`src/rtl/hazard_stall_controller.sv`:
```
// Pipeline sequencing controller for the 5-stage MIPS core: PC/pipeline-register
// enables, bubbles and flushes for load-use, taken branches and mult/div occupancy.
module hazard_stall_controller #(
  parameter int REG_ADDR_W  = 5,
  parameter int MULDIV_LAT  = 4,
  parameter int STALL_CNT_W = 16
) (
  input  logic                   clk,
  input  logic                   reset,
  input  logic [REG_ADDR_W-1:0]  id_rs,
  input  logic [REG_ADDR_W-1:0]  id_rt,
  input  logic                   id_uses_rt,
  input  logic                   ex_mem_read,
  input  logic [REG_ADDR_W-1:0]  ex_rt,
  input  logic                   branch_taken,
  input  logic                   muldiv_start,
  output logic                   start_pc,
  output logic                   pc_write,
  output logic                   ifid_write,
  output logic                   ifid_flush,
  output logic                   idex_write,
  output logic                   idex_bubble,
  output logic                   exmem_bubble,
  output logic                   muldiv_busy,
  output logic [STALL_CNT_W-1:0] stall_cycles
);

  typedef enum logic [1:0] {
    ST_BOOT   = 2'd0,
    ST_RUN    = 2'd1,
    ST_MULDIV = 2'd2
  } state_t;

  // The start cycle is itself a stall cycle, so MULDIV only covers LAT-1 cycles.
  localparam logic [7:0]             MD_LOAD   = 8'(MULDIV_LAT - 2);
  localparam logic [STALL_CNT_W-1:0] STALL_MAX = {STALL_CNT_W{1'b1}};

  state_t                 state_r;
  state_t                 next_state_s;
  logic [7:0]             cnt_r;
  logic [7:0]             cnt_nxt_s;
  logic [STALL_CNT_W-1:0] stall_cnt_r;
  logic                   load_use_s;

  function automatic logic load_use_f(
    input logic                  mem_read,
    input logic [REG_ADDR_W-1:0] dst,
    input logic [REG_ADDR_W-1:0] rs,
    input logic [REG_ADDR_W-1:0] rt,
    input logic                  uses_rt
  );
    return mem_read && (dst != {REG_ADDR_W{1'b0}}) &&
           ((dst == rs) || (uses_rt && (dst == rt)));
  endfunction

  assign load_use_s   = load_use_f(ex_mem_read, ex_rt, id_rs, id_rt, id_uses_rt);
  assign stall_cycles = stall_cnt_r;

  // State, mult/div down-counter and saturating stall counter.
  always_ff @(posedge clk) begin
    if (!reset) begin
      state_r     <= ST_BOOT;
      cnt_r       <= 8'd0;
      stall_cnt_r <= {STALL_CNT_W{1'b0}};
    end else begin
      state_r <= next_state_s;
      cnt_r   <= cnt_nxt_s;
      if ((state_r != ST_BOOT) && !pc_write && (stall_cnt_r != STALL_MAX)) begin
        stall_cnt_r <= stall_cnt_r + {{(STALL_CNT_W-1){1'b0}}, 1'b1};
      end else begin
        stall_cnt_r <= stall_cnt_r;
      end
    end
  end

  // Next-state and pipeline control outputs.
  always_comb begin
    next_state_s = state_r;
    cnt_nxt_s    = cnt_r;
    start_pc     = 1'b1;
    pc_write     = 1'b1;
    ifid_write   = 1'b1;
    ifid_flush   = 1'b0;
    idex_write   = 1'b1;
    idex_bubble  = 1'b0;
    exmem_bubble = 1'b0;
    muldiv_busy  = 1'b0;

    case (state_r)
      ST_BOOT: begin
        start_pc     = 1'b0;
        pc_write     = 1'b0;
        ifid_write   = 1'b0;
        idex_write   = 1'b0;
        ifid_flush   = 1'b1;
        idex_bubble  = 1'b1;
        exmem_bubble = 1'b1;
        next_state_s = ST_RUN;
      end
      ST_RUN: begin
        if (muldiv_start) begin
          pc_write     = 1'b0;
          ifid_write   = 1'b0;
          idex_write   = 1'b0;
          exmem_bubble = 1'b1;
          next_state_s = ST_MULDIV;
          cnt_nxt_s    = MD_LOAD;
        end else if (branch_taken) begin
          // Flushing the younger instruction makes any load-use stall moot.
          ifid_flush  = 1'b1;
          idex_bubble = 1'b1;
        end else if (load_use_s) begin
          pc_write    = 1'b0;
          ifid_write  = 1'b0;
          idex_bubble = 1'b1;
        end else begin
          next_state_s = ST_RUN;
        end
      end
      ST_MULDIV: begin
        pc_write     = 1'b0;
        ifid_write   = 1'b0;
        idex_write   = 1'b0;
        exmem_bubble = 1'b1;
        muldiv_busy  = 1'b1;
        if (cnt_r == 8'd0) begin
          next_state_s = ST_RUN;
        end else begin
          cnt_nxt_s = cnt_r - 8'd1;
        end
      end
      default: begin
        start_pc     = 1'b0;
        pc_write     = 1'b0;
        ifid_write   = 1'b0;
        idex_write   = 1'b0;
        ifid_flush   = 1'b1;
        idex_bubble  = 1'b1;
        exmem_bubble = 1'b1;
        next_state_s = ST_BOOT;
        cnt_nxt_s    = 8'd0;
      end
    endcase
  end

endmodule

```
`config.mk`:
```
export PLATFORM = sky130hd
export DESIGN_NAME = hazard_stall_controller
export DESIGN_NICKNAME = d
export VERILOG_FILES = /design/src/rtl/hazard_stall_controller.sv
export SDC_FILE = /design/constraint.sdc
export NUM_CORES = 1
export LEC_CHECK = 0
export ABC_AREA = 1
export CAP_MARGIN = 20
export CORE_UTILIZATION = 47
export CTS_BUF_LIST = sky130_fd_sc_hd__clkbuf_2 sky130_fd_sc_hd__clkbuf_4 sky130_fd_sc_hd__clkbuf_8
export CTS_CLUSTER_SIZE = 12
export DETAILED_ROUTE_END_ITERATION = 7
export DONT_BUFFER_PORTS = 1
export GPL_ROUTABILITY_DRIVEN = 1
export SKIP_CTS_REPAIR_TIMING = 1
export SLEW_MARGIN = 20
export SYNTH_ARGS = -nofsm -noshare
export SYNTH_HDL_FRONTEND = slang
export SYNTH_SLANG_ARGS = --single-unit
export TNS_END_PERCENT = 50
```
`constraint.sdc`:
```
create_clock -name clk -period 3 [get_ports clk]
set_input_delay 0.3 -clock clk [delete_from_list [all_inputs] [get_ports clk]]
set_output_delay 0.3 -clock clk [all_outputs]
set_load 0.05 [all_outputs]
```
==> results.md <==
* Status: completed
* Crit Path Max Fanout at 5
* Total power at 0.00159 W
* Top cell type's share of synthesized area at between 20 and 30%
* H-tree levels at 1
* Mapped Cells at between 200 and 300
* CTS buffer count at 3
* Crit-path slowest cell: nand3b_1
* Max Root-Sink Buffers at 2
* YS warnings at 0
* Worst path cell trace: inv_1 -> ha_1 -> nand2_1 -> buf_4 -> inv_1 -> nand2_1 -> nand3b_1
* Maximum capacitance violations at 0
* Slew HR at between 50 and 60%
* Site row count at 22
* Syn avg cell area at approximately 6.9 sq um
* DR vias at 1717
* Worst-skew pair later-pin latency at 0.27 ns
* Critical path's largest stage delay at 0.44 ns
* Critical path class: register to output port
* Setup TNS Final at 0 ns
* Fin util at 55.7%
* Peak supply drop at between 0.6 and 0.7 mV
* Final WL at 4090 um
* Yosys reg bits at 26
* First-pass GRT wire length at roughly 7000 um
* FF-to-FF Start: stall_cycles[0]
* Drt initial violations at 57
* Share of layout cells above drive strength 1 at between 10% and 20%
* RSZ-0062 raised after global routing: false
* Worst Path Required at approximately 2.7 ns
* Hold Violations, Final at 0
* Post-route design area at about 2100 sq um
* Fill cell count at around 380
* Final nets at approximately 320
* Drt pass-1 iters at 4
* CTS tree: built
* Die H at approximately 65 um
* Cell area power density at roughly 760 nW/um^2
* Worst min-delay path startpoint: reset
* Synthesized Nets at around 300
* Fin crit share at 76.7%
* Starting Density at around half
* Post-DP HPWL at about 3100 um
* Slew @ Worst Pin at a little over 0.6 ns
* LEAKAGE at roughly 1.0 nW
* Crit path launch type: register
* Clock skew at approximately 0.0056 ns
* Max Clk Rate at 434 MHz
* Core Box Area at ~3700 sq um
* Synth unique cells at 31
* Most common cell after layout, fill and taps aside: nand2_1
* Avg WL per Cell at between 10 and 15 um
* Placement Cell Area at 2040 sq um
* Die area at 4240 sq um
* Tot GR Track Use at around a fifth
* Critical path's top delay family: simple AND/OR/NAND/NOR gates
* Vias in the first global route at between 1500 and 2000
* DRC errors left at 0
* Port Buffer Count at 0
* Grt ovf at 0
* I/O pin count at 45
* Final Slew Violations at 0
* Endpoints failing setup at 0
* Most area-consuming cells after synthesis: dfxtp_1 28%, nand2_1 12%, inv_1 7.2%
* Worst Path Buf+Inv at 3
* Worst setup path start: state_r[1]
* Pin count of the biggest net entering global routing at 18
* Area growth, synth to finish at 11.5%
* Hold slack final at 0.143 ns
* Clock slew at reported path FFs at 0.09 ns
* ANT cells at 0
* Antenna-violating nets left at 0
* CP arrival at approximately 2 ns
* CP Capture Type: output port
* Seq/Total Area, Yosys at ~28%
* Via density at between 5 and 6
* Antenna violations before repair at 0
* Final GP Congestion at 0.855
* Final worst path period need at around 2.3 ns
* Root Buffer: clkbuf_8
* Highest-count cells in the layout ignoring fill and taps: 60 x nand2_1, 36 x inv_1, 27 x nor2_1, 26 x dfxtp_1, 21 x buf_4
* Synthesized cell area at about 1900 sq um
* CTS sink count at 26
* Die width at between 60 and 70 um
* Post-synth top area cell: dfxtp_1
* Class of the worst hold path: input pin to register
per-layer routing:
layer  wire [um]  global-route usage [%]  up-vias
li1            -                       -      921
met1        2020                    26.7      754
met3         190                    4.40        8
met4          59                    6.52        0
met2        1820                    34.2       34
met5           0                       0        -
logic make-up after synthesis:
kind of cell | count (synthesis) | share of synthesized area (%)
AND/OR/NAND/NOR | 149 | 40.6
adder cells (fa/ha/maj) | 6 | 4.01
AO/OA/AOI/OAI | 31 | 10.4
flip-flops | 26 | 27.8
buffers and inverters | 45 | 10.2
XOR/XNOR | 15 | 7.02
power by group:
group          internal (W)  switching [W]
combinational      0.000265       0.000671
sequential         0.000413      0.0000473
clock             0.0000899       0.000102
cell usage after synthesis:
| library cell | count |
|---|---|
| a211oi_1 | 1 |
| a21oi_1 | 14 |
| a21oi_2 | 9 |
| buf_12 | 1 |
| buf_2 | 1 |
| buf_4 | 1 |
| clkbuf_1 | 3 |
| clkinv_1 | 2 |
| dfxtp_1 | 26 |
| ha_1 | 6 |
| inv_1 | 36 |
| inv_2 | 1 |
| nand2_1 | 60 |
| nand2_2 | 11 |
| nand2_4 | 2 |
| nand3_1 | 15 |
| nand3b_1 | 1 |
| nand3b_4 | 1 |
| nand4_1 | 19 |
| nand4_4 | 1 |
| nor2_1 | 27 |
| nor2_8 | 2 |
| nor3_1 | 7 |
| nor3_2 | 1 |
| nor3b_1 | 1 |
| nor4_1 | 1 |
| o21ai_0 | 5 |
| o21ai_1 | 1 |
| o21bai_1 | 1 |
| xnor2_1 | 6 |
| xor2_1 | 9 |
state kept, by name (all words and copies together), names as in the netlist:
| register | flops |
|---|---|
| cnt_r | 8 |
| state_r | 2 |
| stall_cycles | 16 |
through the flow:
stage               setup slack (ns)  std cells
detailed placement             0.906        335
floorplan                      0.573        272
global route                   0.591        338
finish                         0.698        338
global placement               0.928        335
CTS                            0.690        338
path summary, 6_finish.rpt:
path / slack, ns / depth (start not counted) / end
worst max-delay path: 0.70 / 7 / idex_bubble
worst min-delay path: 0.14 / 2 / stall_cycles[0]
worst max register to register: 0.90 / 12 / stall_cycles[1]
worst min register to register: 0.49 / 2 / cnt_r[3]
cell type report:
type                            count  area (sq um)  area share (%)
Clock buffer                        3          41.3            1.98
Inverter                           39           146            7.02
Multi-Input combinational cell    201          1160            55.6
Sequential cell                    26           520            25.0
Tap cell                           48          60.1            2.88
Timing Repair Buffer               21           158            7.56
Note: power is estimated with default switching activity, not from simulation.
